### src/rtl/vga_pkg.sv
// Shared VGA timing constants and capture FSM encoding, common to the
// timing generator and the capture block.
package vga_pkg;

    localparam int H_TOTAL  = 800;
    localparam int V_TOTAL  = 525;
    localparam int H_ACTIVE = 640;
    localparam int V_ACTIVE = 480;
    localparam int CHAR_W   = 9;
    localparam int CHAR_H   = 16;
    localparam int H_SYNC   = 96;
    localparam int V_SYNC   = 2;

    typedef logic [0:0] state_t;

    localparam state_t ST_IDLE  = 1'b0;
    localparam state_t ST_ARMED = 1'b1;

endpackage

### src/rtl/vga_edge_det.sv
// Input register plus previous-value register for one sync/valid line,
// with rise/fall strobes taken between the two.
module vga_edge_det (
    input  logic pclk,
    input  logic reset,
    input  logic d,
    output logic q,
    output logic rise,
    output logic fall
);

    logic d_p1;
    logic d_p2;

    always_ff @(posedge pclk) begin
        if (!reset) begin
            d_p1 <= 1'b0;
            d_p2 <= 1'b0;
        end else begin
            d_p1 <= d;
            d_p2 <= d_p1;
        end
    end

    assign q    = d_p1;
    assign rise = d_p1 & ~d_p2;
    assign fall = ~d_p1 & d_p2;

endmodule

### src/rtl/vga_capture.sv
// VGA stream sink: recovers pixel/cell position, emits frame-buffer writes
// one cycle after the input register, and checks line/frame timing.
module vga_capture #(
    parameter int H_TOTAL  = vga_pkg::H_TOTAL,
    parameter int V_TOTAL  = vga_pkg::V_TOTAL,
    parameter int H_ACTIVE = vga_pkg::H_ACTIVE,
    parameter int V_ACTIVE = vga_pkg::V_ACTIVE
) (
    input  logic        pclk,
    input  logic        reset,
    input  logic        hsync,
    input  logic        vsync,
    input  logic        valid,
    input  logic [7:0]  vga_r,
    input  logic [7:0]  vga_g,
    input  logic [7:0]  vga_b,
    output logic        wr_en,
    output logic [9:0]  wr_h,
    output logic [9:0]  wr_v,
    output logic [23:0] wr_rgb,
    output logic [6:0]  char_x,
    output logic [4:0]  char_y,
    output logic        frame_done,
    output logic [15:0] frame_cnt,
    output logic        locked,
    output logic        err_hlen,
    output logic        err_vlen,
    output logic        err_active
);
    import vga_pkg::*;

    localparam logic [9:0] HT_C      = 10'(H_TOTAL);
    localparam logic [9:0] VT_LAST_C = 10'(V_TOTAL - 1);
    localparam logic [9:0] HA_C      = 10'(H_ACTIVE);
    localparam logic [9:0] VA_C      = 10'(V_ACTIVE);
    localparam logic [3:0] SX_LAST   = 4'(CHAR_W - 1);
    localparam logic [3:0] SY_LAST   = 4'(CHAR_H - 1);

    logic        hs_fall, vs_fall, va_fall, vld_p1;
    logic [4:0]  unused_edge;
    logic [23:0] rgb_p1;

    state_t      state;
    logic        hchk, frame_err;
    logic [9:0]  hcnt, vcnt, rows, pix_h;
    logic [3:0]  sx, sy;
    logic [6:0]  cx;
    logic [4:0]  cy;

    logic armed, hlen_bad, vlen_bad, rows_bad, pixh_bad, in_range;
    logic wr_ok, ovf_bad, act_bad, any_bad, close_frame;

    // Stage p1: input registers and edge strobes
    vga_edge_det u_hs (.pclk(pclk), .reset(reset), .d(hsync), .q(unused_edge[0]),
                       .rise(unused_edge[1]), .fall(hs_fall));
    vga_edge_det u_vs (.pclk(pclk), .reset(reset), .d(vsync), .q(unused_edge[2]),
                       .rise(unused_edge[3]), .fall(vs_fall));
    vga_edge_det u_va (.pclk(pclk), .reset(reset), .d(valid), .q(vld_p1),
                       .rise(unused_edge[4]), .fall(va_fall));

    always_ff @(posedge pclk) begin
        if (!reset) rgb_p1 <= '0;
        else        rgb_p1 <= {vga_r, vga_g, vga_b};
    end

    assign armed       = (state == ST_ARMED);
    assign close_frame = armed && vs_fall;
    // The first line after arming has an unknown start, so its length is not judged.
    assign hlen_bad    = armed && hs_fall && hchk && (hcnt != HT_C);
    assign vlen_bad    = close_frame && (vcnt != VT_LAST_C);
    assign rows_bad    = close_frame && (rows != VA_C);
    assign pixh_bad    = armed && va_fall && (pix_h != HA_C);
    assign in_range    = (pix_h < HA_C) && (rows < VA_C);
    assign wr_ok       = armed && vld_p1 && in_range;
    assign ovf_bad     = armed && vld_p1 && !in_range;
    assign act_bad     = rows_bad || pixh_bad || ovf_bad;
    assign any_bad     = hlen_bad || vlen_bad || act_bad;

    always_ff @(posedge pclk) begin
        if (!reset) begin
            state <= ST_IDLE;
            hchk  <= 1'b0;
            hcnt  <= '0;
            vcnt  <= '0;
            rows  <= '0;
            pix_h <= '0;
            sx    <= '0;
            cx    <= '0;
            sy    <= '0;
            cy    <= '0;
        end else begin
            if (vs_fall) state <= ST_ARMED;

            if (!armed)       hchk <= 1'b0;
            else if (hs_fall) hchk <= 1'b1;

            if (hs_fall)              hcnt <= 10'd1;
            else if (hcnt != 10'h3FF) hcnt <= hcnt + 10'd1;

            if (vs_fall)                         vcnt <= '0;
            else if (hs_fall && vcnt != 10'h3FF) vcnt <= vcnt + 10'd1;

            if (vs_fall)                         rows <= '0;
            else if (va_fall && rows != 10'h3FF) rows <= rows + 10'd1;

            if (va_fall) begin
                pix_h <= '0;
                sx    <= '0;
                cx    <= '0;
            end else if (vld_p1) begin
                if (pix_h != 10'h3FF) pix_h <= pix_h + 10'd1;
                if (sx == SX_LAST) begin
                    sx <= '0;
                    cx <= cx + 7'd1;
                end else begin
                    sx <= sx + 4'd1;
                end
            end

            if (vs_fall) begin
                sy <= '0;
                cy <= '0;
            end else if (va_fall) begin
                if (sy == SY_LAST) begin
                    sy <= '0;
                    cy <= cy + 5'd1;
                end else begin
                    sy <= sy + 4'd1;
                end
            end
        end
    end

    // Stage p2: write stream, frame status and sticky error flags
    always_ff @(posedge pclk) begin
        if (!reset) begin
            wr_en      <= 1'b0;
            wr_h       <= '0;
            wr_v       <= '0;
            wr_rgb     <= '0;
            char_x     <= '0;
            char_y     <= '0;
            frame_done <= 1'b0;
            frame_cnt  <= '0;
            locked     <= 1'b0;
            frame_err  <= 1'b0;
            err_hlen   <= 1'b0;
            err_vlen   <= 1'b0;
            err_active <= 1'b0;
        end else begin
            wr_en      <= wr_ok;
            wr_h       <= wr_ok ? pix_h  : '0;
            wr_v       <= wr_ok ? rows   : '0;
            wr_rgb     <= wr_ok ? rgb_p1 : '0;
            char_x     <= wr_ok ? cx     : '0;
            char_y     <= wr_ok ? cy     : '0;
            frame_done <= close_frame;

            // Errors seen on the closing edge belong to the frame being closed.
            if (close_frame) begin
                frame_cnt <= frame_cnt + 16'd1;
                locked    <= !(frame_err || any_bad);
                frame_err <= 1'b0;
            end else if (any_bad) begin
                frame_err <= 1'b1;
            end

            err_hlen   <= err_hlen   || hlen_bad;
            err_vlen   <= err_vlen   || vlen_bad;
            err_active <= err_active || act_bad;
        end
    end

endmodule

### config.mk
export PLATFORM = sky130hd
export DESIGN_NAME = vga_capture
export DESIGN_NICKNAME = d
export VERILOG_FILES = /design/src/rtl/vga_pkg.sv /design/src/rtl/vga_edge_det.sv /design/src/rtl/vga_capture.sv
export SDC_FILE = /design/constraint.sdc
export NUM_CORES = 1
export LEC_CHECK = 0
export CORE_AREA = 2 2 189 98
export CTS_BUF_LIST = sky130_fd_sc_hd__clkbuf_2
export DETAILED_ROUTE_END_ITERATION = 12
export DIE_AREA = 0 0 191 100
export SLEW_MARGIN = 20
export SYNTH_ARGS = -nofsm -noshare
export SYNTH_HDL_FRONTEND = slang
export SYNTH_SLANG_ARGS = --single-unit
### constraint.sdc
create_clock -name pclk -period 2.6 [get_ports pclk]
set_input_delay 0.39 -clock pclk [delete_from_list [all_inputs] [get_ports pclk]]
set_output_delay 0.39 -clock pclk [all_outputs]
set_load 0.01 [all_outputs]
Word level (Yosys, flattened, before mapping)

Index checks and enable logic that the tools add are counted.
Widths: inputs -> output; s select.

Order comparisons: 2
Add/sub/neg operators: 9
Muxes and demuxes: 4
Bitwise operators: 7
Reductions and logical operators: 34
Equality and inequality tests: 10

Operators by type and width:

| cell                  | number |
|---|---|
| $ne 10x10->1 const B  | 7 |
| $add 10x1->10 const B | 4 |
| $add 16x1->16 const B | 1 |
| $logic_and 1x1->1     | 14 |
| $lt 10x10->1 const B  | 1 |
| $lt 10x9->1 const B   | 1 |
| $ne 10x9->1 const B   | 1 |
| $reduce_and 2->1      | 5 |
| $add 4x1->4 const B   | 2 |
| $eq 4x4->1 const B    | 2 |
| $logic_or 1x1->1      | 8 |
| $mux 4                | 2 |
| $reduce_or 2->1       | 4 |
| $add 7x1->7 const B   | 1 |
| $add 5x1->5 const B   | 1 |
| $not 1->1             | 4 |
| $and 1x1->1           | 3 |
| $logic_not 1->1       | 2 |
| $mux 1                | 2 |
| $reduce_bool 2->1     | 1 |

Input bits: 29
Word-level logic and storage cells: 97
Bits in registers: 171

Depth between registers and ports, before layout

Gate-level depths: netlist of run 1.

Depth in word-level cells: 9
Depth in mapped cells: 7
Depth with buffers taken out: 6

Hierarchy

Synthesis of run 1 repeated with hierarchy kept, for this count alone.

Cell total of the unflattened synthesis: 639
Area total of the unflattened synthesis: 6267.3 um2

Modules (own cells, without submodules):

| module       | times used | area each (um2) | cells an instance |
|---|---|---|---|
| vga_capture  | 1          | 6072.1          | 621 |
| vga_edge_det | 3          | 65.1            | 6 |

Least setup slack after synthesis of run 1

No wires, ideal clock.

Path kind: register -> register
Start: reg vcnt[0]
End: reg vcnt[9]
Period minus slack after synthesis: 1.694 ns
Data required time: 2.530 ns
Arrival: 1.624 ns
Slack: 0.906 ns
Cell stages (with the launch flop): 6
Path through: dfxtp_1 -> ha_1 -> and4_4 -> or4_4 -> or3_1 -> a21oi_1

Longest elaborated chain between the ends: 2

Ends and longest elaborated chain:

| what                                                                  | RTL line           | text |
|---|---|---|
| start: declaration                                                    | vga_capture.sv:45  | `logic [9:0] hcnt, vcnt, rows, pix_h;` |
| start signal: assignment                                              | vga_capture.sv:101 | `else if (hs_fall && vcnt != 10'h3FF) vcnt <= vcnt + 10'd1;` |
| parallel branches: the longest is 2 deep, another holds $add 10x1->10 | --                 |  |

Parallel ways; which one is timed is not known.
A chain may end at the register's enable or synchronous reset.

Worst setup path in the final report of run 1

Start: reg frame_cnt[10]
End: out frame_cnt[10]

RTL lines:

| what                     | RTL line           | text |
|---|---|---|
| start: declaration       | vga_capture.sv:24  | `output logic [15:0] frame_cnt,` |
| start signal: assignment | vga_capture.sv:161 | `frame_cnt <= frame_cnt + 16'd1;` |

No word-level cell between the ends.

==> results of run 1 <==
## logic make-up (layout without fill, tap and decap cells)
logic type	Yosys count	count (layout)	synth area share, %
fa+ha+maj	14	14	2.75
compound gates	82	82	8.05
flops	171	171	53.7
mux	7	7	1.10
buf+inv	50	167	3.47
other cells	1	1	0.0588
xor+xnor	37	37	5.08
simple gates	288	288	25.8
## synth_stat cells, types with 2 or more instances
master	instances	area, um^2
a211oi_1	2	15.0
a21oi_1	31	155
a311oi_1	3	26.3
a31oi_1	4	25.0
and2_1	90	563
and3_1	5	31.3
and3b_1	2	17.5
and4_1	3	26.3
and4b_1	3	30.0
buf_1	3	11.3
buf_2	5	25.0
buf_4	3	22.5
buf_6	2	22.5
clkbuf_1	14	52.6
dfxtp_1	171	3420
ha_1	14	175
inv_1	22	82.6
mux2i_1	7	70.1
nand2_1	33	124
nand2b_1	4	25.0
nand3_1	16	80.1
nand3b_1	2	15.0
nand4_1	15	93.8
nand4_2	2	25.0
nand4b_1	3	26.3
nor2_1	53	199
nor2b_1	4	25.0
nor3_1	15	75.1
nor3b_1	3	22.5
nor4_1	4	25.0
nor4b_1	2	17.5
o2111ai_1	2	17.5
o21a_1	2	15.0
o21ai_0	17	85.1
o311ai_0	2	17.5
o31ai_1	9	67.6
o41ai_1	2	17.5
or2_2	2	12.5
or3_1	15	93.8
or4_1	6	45.0
xnor2_1	17	149
xor2_1	20	175
## layout make-up
type	instances	area, um^2
Fill cell	1718	9880
Timing Repair Buffer	114	1120
Tap cell	240	300
Clock inverter	14	110
Sequential cell	171	3420
Clock buffer	17	85.1
Multi-Input combinational cell	429	2740
Inverter	22	82.6
## metal layers
metal,wire (um),vias up
li1,-,2430
met1,7620,2235
met2,5590,152
met3,1030,12
met4,88,2
met5,9,-
## worst paths after layout
kind                               from                      to  cells past startpoint
min                            vga_g[4]   rgb_p1[12]$_SDFF_PN0_                      2
max          frame_cnt[10]$_SDFFE_PN0P_           frame_cnt[10]                      1
max reg2reg          armed$_SDFFE_PN0N_  frame_err$_SDFFE_PP0P_                      4
min reg2reg        rgb_p1[6]$_SDFF_PN0_    wr_rgb[6]$_SDFF_PN0_                      1
## sequential cells by signal (all words and copies together) (netlist names), 4 cells and up
name,flops
char_x,7
char_y,5
cx,7
cy,5
frame_cnt,16
hcnt,10
pix_h,10
rgb_p1,24
rows,10
sx,4
sy,4
vcnt,10
wr_h,10
wr_rgb,24
wr_v,10
## report_power, final
group	internal, mW	switching (mW)	total, mW
registers	2.67	0.0245	2.69
clock network	0.265	0.958	1.22
logic	0.0842	0.0782	0.162
==> reports/results.tsv, run 1 <==
stage	metric	value	unit
route	total number of vias	4831	
floorplanning	initial core utilization	36.0	%
finish	area added between synthesis and finish	23.3	%
placed_design	DP HPWL	10400	um
global_routing	first-pass GRT wire length	23700	um
global_routing	met1 Usage GRT	23.6	%
clock_network	Post-CTS Repair Setup Buffers	0	
global_routing	antenna violations before repair	1	
placed_design	port bufs	106	
clock_network	CTS Buf Count	17	
placed_design	GP Congestion	0.831	
worst_setup_path	critical path startpoint category	register	
finish	Design Area, Final	7860	um^2
route	DR DRC count	0	
power_and_ir_drop	peak supply drop	192	uV
worst_setup_path	critical path's top delay family	buffers and inverters	
timing	RSZ-0062 raised after global routing	false	
finish	# diodes	0	
route	WL final	14300	um
floorplanning	Die Span X	191	um
yosys	Post-synth ARST share	0	%
floorplanning	row count	35	
timing	setup violators final	0	
timing	final worst slack	0.390	ns
yosys	number of flops mapped to enable cells by yosys	0	
global_routing	GRT Overall Usage	15.7	%
route	post-route antenna net violation count	0	
yosys	Top FF cell, synth	dfxtp_1	
worst_setup_path	Setup crit end kind	output port	
timing	TNS Setup	0	ns
finish	nets	798	
run_status	status	finished, final reports clean	
global_routing	busiest layer in global routing	met1	
worst_setup_path	Critical Path AT	1.82	ns
clock_network	worst skew pair latency	0.70	ns
global_routing	Global Route met3 Usage	4.37	%
global_routing	grt ovf	0	
placed_design	Post-DP Area	7660	um^2
clock_network	clock transition at the registers of the reported paths	0.25	ns
clock_network	CTS tree	done	
worst_setup_path	critical path cell sequence	clkdlybuf4s50_1	
clock_network	Clock Path Buffers	2	
timing	Pins Over Slew Limit	0	
floorplanning	core area	17700	um^2
finish	post-layout util	44.3	%
worst_setup_path	CP Buf/Inv Count	1	
finish	commonest non-fill, non-tap cell in the layout	dfxtp_1	
finish	share of cells above drive strength 1	6.39	%
power_and_ir_drop	Tot Pwr	4.08	mW
timing	skew final	0.0432	ns
clock_network	post-cts resize count	0	
yosys	Seq/Total Area, Yosys	53.7	%
yosys	synthesized instance count	650	
timing	Final Hold Fails	0	
route	drt wl/cell	14.2	um
finish	commonest non-fill, non-tap cells in the layout	171 x dfxtp_1, 106 x clkdlybuf4s50_1, 90 x and2_1	
route	DRT Pass-1 Iters	6	
power_and_ir_drop	PwrDens	519	nW/um^2
yosys	register bit total from synthesis	171	
floorplanning	DIE AREA	19100	um^2
placed_design	Placed Cells	976	
yosys	mapped cell area	6380	um^2
worst_setup_path	Reg2Reg Setup Slack	0.68	ns
global_routing	largest net degree at the start of global routing	57	
run	MaxCap Viol Count	0	
power_and_ir_drop	Leakage	2.87	nW
worst_setup_path	WP data required	2.21	ns
timing	fin crit share	85.0	%
route	vias per cell	4.80	
floorplanning	Top-Level Pins	107	
timing	fin crit period	2.21	ns
yosys	synthesized net count	693	
worst_setup_path	slowest CP cell	clkdlybuf4s50_1	
clock_network	hold buffer count at CTS	0	
worst_setup_path	CP max stage delay	0.60	ns
worst_setup_path	CP Class	reg -> out	
clock_network	# H-tree levels	4	
timing	worst-margin pin slew	0.723	ns
timing	f_max	453	MHz
worst_setup_path	CP max FO	6	
yosys	Avg Inst Size Synth	9.81	um^2
clock_network	CTS root buf	clkbuf_2	
route	Initial DRC Count	314	
placed_design	pre-CTS setup slack	0.394	ns
worst_hold_path	HP Class	in -> reg	
floorplanning	die height	100	um
yosys	Yosys cell types	58	
clock_network	clk sinks	171	
global_routing	vias in the first global route	4601	
yosys	Synth Warn #	0	
timing	worst hold margin	0.255	ns
finish	fin cells	1007	
timing	Rel. slew slack	51.2	%
global_routing	GRT met2 Usage	21.8	%
No activity file was read; power rests on OpenSTA's default activity.
==> inputs of run 2 (changes only) <==
clock period = 2.1 ns   (was 2.6 ns; I/O delays follow)
==> reports/results.tsv, run 2 (synthesis gave the netlist of run 1 again) <==
stage	metric	value	unit	change
clock_network	CTS root buf	clkbuf_2		
global_routing	first-pass GRT wire length	23500	um	-0.55%
worst_setup_path	Critical Path AT	2.63	ns	+0.81 ns
placed_design	GP Congestion	0.862		+3.8%
worst_setup_path	Reg2Reg Depth	5		+1
power_and_ir_drop	peak supply drop	369	uV	+93%
worst_setup_path	critical path startpoint category	register		
global_routing	grt ovf	0		unchanged
timing	Rel. slew slack	55.3	%	+4.1 points
floorplanning	DIE AREA	19100	um^2	unchanged
floorplanning	Die Span X	191	um	unchanged
run	MaxCap Viol Count	0		unchanged
finish	area added between synthesis and finish	28.8	%	
route	DRT Pass-1 Iters	5		-1
worst_hold_path	Hold Path Cell Cnt	2		unchanged
worst_setup_path	Setup crit end kind	register		
clock_network	Clock Path Buffers	2		unchanged
worst_setup_path	crit path launch	frame_cnt[5]$_SDFFE_PN0P_		
timing	setup violators final	0		unchanged
floorplanning	Top-Level Pins	107		unchanged
clock_network	clock transition at the registers of the reported paths	0.25	ns	about the same
placed_design	Post-DP Area	7740	um^2	+0.95%
timing	RSZ-0062 raised after global routing	false		
worst_setup_path	reg2reg start	frame_cnt[5]$_SDFFE_PN0P_		
timing	skew final	0.0584	ns	+0.0153 ns
finish	Filler cells	1649		-4.0%
timing	Pins Over Slew Limit	0		unchanged
worst_setup_path	CP Class	reg -> reg		
worst_setup_path	reg2reg end	frame_cnt[15]$_SDFFE_PN0P_		
floorplanning	die height	100	um	unchanged
worst_setup_path	WP depth	5		+4
route	vias per cell	4.73		-1.4%
timing	fin crit period	1.97	ns	
placed_design	port bufs	106		unchanged
worst_setup_path	WP data required	2.76	ns	+0.55 ns
global_routing	antenna violations before repair	0		-1
placed_design	DP HPWL	10100	um	-2.8%
worst_setup_path	critical path's top delay family	simple AND/OR/NAND/NOR gates		
timing	f_max	507	MHz	
finish	Design Area, Final	8220	um^2	+4.5%
finish	commonest non-fill, non-tap cells in the layout	147 x dfxtp_1, 90 x and2_1, 85 x clkdlybuf4s50_1		
clock_network	hold buffer count at CTS	0		unchanged
power_and_ir_drop	PwrDens	665	nW/um^2	+28%
timing	fin crit share	93.8	%	
clock_network	CTS Buf Count	17		unchanged
global_routing	largest net degree at the start of global routing	57		unchanged
timing	worst-margin pin slew	0.665	ns	-0.0578 ns
worst_setup_path	crit path capture	frame_cnt[15]$_SDFFE_PN0P_		
clock_network	CTS tree	done		
route	post-route antenna net violation count	0		unchanged
finish	biggest regs	rgb_p1 x24, wr_rgb x24, frame_cnt x16		
timing	TNS Setup	0	ns	unchanged
clock_network	worst skew pair latency	0.73	ns	+0.03 ns
floorplanning	initial core utilization	36.0	%	unchanged
worst_hold_path	HP Class	in -> reg		
finish	footprint of the multi-input gates	2740	um^2	unchanged
finish	nets	820		+2.8%
route	drt wl/cell	14.1	um	-1.1%
worst_setup_path	CP max stage delay	0.62	ns	+0.02 ns
clock_network	# H-tree levels	4		unchanged
floorplanning	core area	17700	um^2	unchanged
timing	Final Hold Fails	0		unchanged
finish	# diodes	0		unchanged
global_routing	vias in the first global route	4508		-2.0%
run_status	status	finished, final reports clean		
worst_setup_path	critical path cell sequence	buf_4 -> and4_1 -> nand3_1 -> or4_1 -> a21oi_1		
finish	share of cells above drive strength 1	12.0	%	+5.6 points
worst_setup_path	CP Buf/Inv Count	1		unchanged
power_and_ir_drop	Leakage	3.42	nW	+19%
worst_setup_path	slowest CP cell	or4_1		
worst_setup_path	Reg2Reg Setup Slack	0.13	ns	-0.55 ns
finish	Sequential cell area	3480	um^2	+1.5%
finish	post-layout util	46.3	%	+2.0 points
route	Initial DRC Count	240		-24%
global_routing	GRT Overall Usage	15.6	%	-0.079 points
floorplanning	row count	35		unchanged
route	WL final	14500	um	+1.1%
route	total number of vias	4870		+0.81%
clock_network	clk sinks	171		unchanged
route	DR DRC count	0		unchanged
finish	commonest non-fill, non-tap cell in the layout	dfxtp_1		
worst_setup_path	CP max FO	14		+8
run 2: through the flow:
stage	power, mW	std cells	worst slack (ns)	hold WS (ns)
global route	5.72	1030	0.000238	0.0356
global placement	3.60	984	0.319	0.410
floorplan	3.49	650	0.406	0.406
detailed placement	3.60	984	0.281	0.410
finish	5.47	1030	0.129	0.167
CTS	5.55	1017	0.00110	0.0691
run 2: how the worst min path moves through the flow:
| stage | start | endpoint | slack (ns) |
|---|---|---|---|
| after floorplan | rgb_p1[0]$_SDFF_PN0_ | wr_rgb[0]$_SDFF_PN0_ | 0.41 |
| after global placement | rgb_p1[13]$_SDFF_PN0_ | wr_rgb[13]$_SDFF_PN0_ | 0.41 |
| after detailed placement | rgb_p1[1]$_SDFF_PN0_ | wr_rgb[1]$_SDFF_PN0_ | 0.41 |
| after CTS | vga_b[4] | rgb_p1[4]$_SDFF_PN0_ | 0.07 |
| after global routing | vga_b[2] | rgb_p1[2]$_SDFF_PN0_ | 0.04 |
| final | vga_b[4] | rgb_p1[4]$_SDFF_PN0_ | 0.17 |
run 2: cell type report:
| cell class | instances | share of cell area [%] |
|---|---|---|
| flip-flops and latches | 171 | 42.3 |
| inverters | 22 | 1.01 |
| clock buffers | 18 | 1.10 |
| well taps | 240 | 3.66 |
| repair buffers | 136 | 16.4 |
| clock inverters | 14 | 2.22 |
| multi-input cells | 429 | 33.3 |
run 2: timing repair:
action                                  in CTS  in global routing
endpoints found under the setup margin      13                 25
setup buffers                                1                 13
resized for setup                           19                 35
run 2: power breakdown:
| part | total [mW] | internal [mW] | leakage (nW) | switching (mW) |
|---|---|---|---|---|
| clock network | 1.93 | 0.703 | 0.160 | 1.23 |
| logic | 0.215 | 0.113 | 1.86 | 0.102 |
| registers | 3.32 | 3.29 | 1.40 | 0.0277 |
run 2: layer usage:
layer / global-route usage (%) / part of all wire (%) / wire [um] / up-vias
li1: - / - / - / 2468
met2: 20.9 / 38 / 5550 / 159
met3: 4.51 / 6.6 / 958 / 18
met4: 3.94 / 1.1 / 160 / 0
met5: 0 / 0 / 0 / -
met1: 24.0 / 54 / 7830 / 2225
==> inputs of run 3 (changes only) <==
CORE_AREA = 2 2 188 98   (was 2 2 189 98)
DIE_AREA = 0 0 190 100   (was 0 0 191 100)
SYNTH_HIERARCHICAL = 1   (was unset)
clock period = 2.4 ns   (was 2.1 ns; I/O delays follow)
==> reports/results.tsv, run 3 <==
stage	metric	value	unit	change
finish	footprint of the multi-input gates	2640	um^2	-3.7%
yosys	Synth Warn #	6		+6
power_and_ir_drop	PwrDens	587	nW/um^2	-12%
yosys	synthesized instance count	636		-2.2%
finish	area added between synthesis and finish	25.3	%	
timing	skew final	0.0378	ns	-0.0207 ns
route	post-route antenna net violation count	0		unchanged
run	MaxCap Viol Count	0		unchanged
timing	setup violators final	0		unchanged
placed_design	port bufs	106		unchanged
route	total number of vias	4706		-3.4%
timing	Rel. slew slack	39.2	%	-16 points
global_routing	vias in the first global route	4535		+0.60%
yosys	Avg Inst Size Synth	9.82	um^2	+0.16%
power_and_ir_drop	Tot Pwr	4.59	mW	-16%
clock_network	post-cts resize count	0		-19
floorplanning	DIE AREA	19000	um^2	-0.52%
timing	Pins Over Slew Limit	0		unchanged
worst_setup_path	CP Class	reg -> out		
worst_setup_path	CP max FO	6		-8
global_routing	first-pass GRT wire length	22800	um	-3.2%
global_routing	largest net degree at the start of global routing	57		unchanged
timing	RSZ-0062 raised after global routing	false		
finish	Filler cells	1681		+1.9%
floorplanning	die height	100	um	unchanged
timing	fin crit period	2.16	ns	
clock_network	hold buffer count at CTS	0		unchanged
route	DR DRC count	0		unchanged
timing	f_max	464	MHz	
power_and_ir_drop	Leakage	2.87	nW	-16%
yosys	mapped cell area	6250	um^2	-2.0%
placed_design	DP HPWL	10000	um	-0.96%
worst_setup_path	critical path startpoint category	register		
finish	post-layout util	44.4	%	-2.0 points
floorplanning	initial core utilization	35.4	%	-0.54 points
clock_network	worst skew pair latency	0.71	ns	-0.02 ns
global_routing	grt ovf	0		unchanged
finish	nets	787		-4.0%
worst_setup_path	critical path cell sequence	clkdlybuf4s50_1		
global_routing	antenna violations before repair	1		+1
floorplanning	Top-Level Pins	107		unchanged
worst_setup_path	Setup crit end kind	output port		
timing	Final Hold Fails	0		unchanged
floorplanning	row count	35		unchanged
finish	commonest non-fill, non-tap cells in the layout	171 x dfxtp_1, 106 x clkdlybuf4s50_1, 89 x and2_1		
yosys	synthesized net count	679		-2.0%
worst_setup_path	slowest CP cell	clkdlybuf4s50_1		
power_and_ir_drop	peak supply drop	291	uV	-21%
clock_network	Post-CTS Repair Setup Buffers	0		-1
route	Initial DRC Count	237		-1.3%
route	WL final	13900	um	-3.9%
route	drt wl/cell	14.0	um	-0.77%
clock_network	clock transition at the registers of the reported paths	0.29	ns	+0.04 ns
finish	Sequential cell area	3420	um^2	-1.5%
route	vias per cell	4.72		-0.27%
worst_setup_path	CP max stage delay	0.59	ns	-0.03 ns
worst_hold_path	HP Class	in -> reg		
finish	commonest non-fill, non-tap cell in the layout	dfxtp_1		
floorplanning	core area	17600	um^2	-0.49%
placed_design	GP Congestion	0.877		+1.7%
worst_setup_path	CP Buf/Inv Count	1		unchanged
clock_network	Clock Path Buffers	2		unchanged
worst_setup_path	Critical Path AT	1.80	ns	-0.83 ns
global_routing	GRT Overall Usage	15.1	%	-0.50 points
finish	share of cells above drive strength 1	6.21	%	-5.8 points
clock_network	CTS root buf	clkbuf_2		
clock_network	CTS tree	done		
floorplanning	Die Span X	190	um	-0.52%
clock_network	# H-tree levels	4		unchanged
timing	fin crit share	89.9	%	
run_status	status	finished, final reports clean		
finish	biggest regs	rgb_p1 x24, wr_rgb x24, frame_cnt x16		
timing	worst-margin pin slew	0.906	ns	+0.241 ns
timing	TNS Setup	0	ns	unchanged
clock_network	CTS Buf Count	17		unchanged
clock_network	clk sinks	171		unchanged
worst_setup_path	WP data required	2.04	ns	-0.72 ns
route	DRT Pass-1 Iters	5		unchanged
worst_setup_path	critical path's top delay family	buffers and inverters		
run 3: worst paths after layout:
path / from / end / slack, ns / cells after the start
hold / removal: hsync / u_hs/q$_SDFF_PN0_ / 0.17 / 2
setup / recovery: frame_cnt[3]$_SDFFE_PN0P_ / frame_cnt[3] / 0.24 / 1
setup reg to reg: u_va/q$_SDFF_PN0_ / rows[7]$_SDFFE_PP0P_ / 0.39 / 6
hold reg to reg: rgb_p1[9]$_SDFF_PN0_ / wr_rgb[9]$_SDFF_PN0_ / 0.45 / 1
run 3: cell type report:
class | count | share of cell area [%]
inverters | 20 | 0.959
diodes | 1 | 0.0320
flip-flops and latches | 171 | 43.7
well taps | 240 | 3.84
clock buffers | 17 | 1.09
multi-input cells | 418 | 33.7
repair buffers | 116 | 14.7
clock inverters | 15 | 2.01
run 3: power by group:
part / switching [mW] / internal, mW
Combinational: 0.0890 / 0.0949
Sequential: 0.0237 / 2.89
Clock: 1.15 / 0.345
run 3: per-stage QoR:
stage,hold slack [ns],cell area (um^2),cells,setup slack [ns]
after detailed placement,0.411,7580,965,0.284
after CTS,0.0841,7830,997,0.141
after global routing,0.0767,7830,998,0.0493
after global placement,0.409,7580,965,0.306
final,0.166,7830,998,0.243
after floorplan,0.406,6250,636,0.680
run 3: per-layer routing:
layer	GRT usage, %	share of wire (%)	vias up
met4	4.23	0.73	0
met2	21.8	40	115
met5	0	0	-
li1	-	-	2384
met3	3.95	5.3	9
met1	22.1	54	2198
==> RTL change, RTL diff (config.mk and constraints of run 2) <==
Take the reset off `wr_rgb` and load it in a clocked block of its own.
--- a/src/rtl/vga_capture.sv
+++ b/src/rtl/vga_capture.sv
@@ -139,3 +139,2 @@
             wr_v       <= '0;
-            wr_rgb     <= '0;
             char_x     <= '0;
@@ -153,3 +152,2 @@
             wr_v       <= wr_ok ? rows   : '0;
-            wr_rgb     <= wr_ok ? rgb_p1 : '0;
             char_x     <= wr_ok ? cx     : '0;
@@ -173,2 +171,6 @@
 
+    always_ff @(posedge pclk) begin
+        wr_rgb <= wr_ok ? rgb_p1 : '0;
+    end
+
 endmodule
Behaviour: differs if reset is asserted again (counterexample within 10 cycles, from zero or initial values and one cycle with reset low); with reset held inactive, the same outputs for 10 cycles.
==> RTL change against run 2 <==
- sequential cell count unchanged
- synthesized cell count increased by 0.62%
- area after synthesis decreased by 0.94%
- routed wire length decreased by 1.9%
- total power decreased by 3.7%
- count of clock-buffer cells in the layout decreased by 1
- setup slack got worse by 0.019 ns
- clock power decreased by 11%
- largest power group unchanged
- critical path type is now reg2out
- die area unchanged
- cell area decreased by 2.8%
- sequential share of layout area increased by 1.1 points
==> RTL change: results (changes against run 2) <==
[synthesis]
synthAdderAreaFrac_pct = 2.77  ; +0.026 points
seq_area_frac_synth_pct = 54.2  ; +0.51 points
ys_warn_count = 0  ; unchanged
ys_async_sr_fraction_pct = 0  ; unchanged
synth.area.mux_share_pct = 0.792  ; -0.31 points
synth_cells = 654  ; +0.62%
netlist_top_cells_area = dfxtp_1, and2_1, and3_1
ys_types = 51  ; -12%
synth_compound_area_share_pct = 8.26  ; +0.22 points
synth-xor-area-share_pct = 5.13  ; +0.048 points
synth_common_cells = dfxtp_1, and2_1, nor2_1
synth_fp_nets = 697  ; +0.58%

[pwr]
peakVddDrop_mv = 0.308  ; -17%
pg_comb_mw = 0.227  ; +6%
leakage_nw = 3.15  ; -8.0%
p_clk_mw = 1.72  ; -11%
p_int_mw = 3.95  ; -3.7%

[placed_design]
hpwl_um = 9790  ; -3.0%
dp_slack_ns = 0.201  ; -0.0805 ns
dp_cells = 980  ; -0.41%
place_area_sq_mm = 0.00766  ; -1.0%
gp_congestion = 0.867  ; +0.57%

[finish]
fill_cells = 1642  ; -0.42%
num-nonclk-inverters = 19  ; -14%
clk_share_pct = 2.87  ; -0.45 points
multi_input_area_sq_mm = 0.00270  ; -1.5%
reg_top3 = rgb_p1 (24), wr_rgb (24), frame_cnt (16)
num-nonclk-buffers = 124  ; -8.8%
nets = 807  ; -1.6%
seq_share_pct = 43.5  ; +1.1 points
drive_gt1_share_pct = 9.15  ; -2.9 points
comb.multi_input.count = 431  ; +0.47%
n_antenna_cell = 0  ; unchanged
multi_input_area_share_pct = 33.8  ; +0.45 points
final-nonclk-buf-share_pct = 15.3  ; -1.1 points

[critical_path]
slowest_delay_ns = 0.54  ; -0.08 ns
critPathTopFamily = buffers and inverters
worstRegToRegCells = 5  ; unchanged
path_max_fanout = 4  ; -10
crit_slowest_cell = clkdlybuf4s50_1
arrival_ns = 1.67  ; -0.96 ns

[detailed_routing]
drt_iter0_drc = 403  ; +68%
routed_wl_um = 14200  ; -1.9%
via_per_inst = 4.78  ; +1.0%
wl_per_cell_um = 14.0  ; -0.57%

[sta]
skew_ns = 0.0423  ; -0.0162 ns
relSlewSlack_pct = 62.8  ; +7.6 points

[clock_network]
post-cts-setup-buffer-count = 0  ; -1
holdBufCountCts = 1  ; +1
cts_htree_levels = 4  ; unchanged
postCtsResizedCells = 15  ; -4

[outcome]
status = finished clean

[global_routing]
grt_pass1_wl_um = 23400  ; -0.68%
grt_pass1_vias = 4581  ; +1.6%
track_usage_pct = 15.3  ; -0.31 points

[die]
num_tap_cells = 240  ; unchanged

RTL change: changes by cell type in the layout (fill, tap and decap cells not counted), moves of 6 or more:
cell	change
dfxtp_2	-7
dfxtp_1	+6
and2_1	-32
dlymetal6s2s_1	-14
and3_1	+36
clkdlybuf4s50_1	+13
buf_4	-13
RTL change: worst paths after layout:
path | startpoint | to | slack, ns
worst max-delay path | frame_cnt[9]$_SDFFE_PN0P_ | frame_cnt[9] | 0.11
worst min-delay path | vga_g[1] | rgb_p1[9]$_SDFF_PN0_ | 0.13
worst max register to register | frame_cnt[6]$_SDFFE_PN0P_ | frame_cnt[15]$_SDFFE_PN0P_ | 0.12
worst min register to register | rgb_p1[0]$_SDFF_PN0_ | wr_rgb[0]$_SDFF_PN0_ | 0.45
RTL change: per-layer routing:
layer	up-vias	track usage [%]	wire length (um)
li1	2470	-	-
met1	2233	22.7	7630
met2	140	21.0	5510
met3	11	4.93	979
met4	0	3.94	107
met5	-	0	0
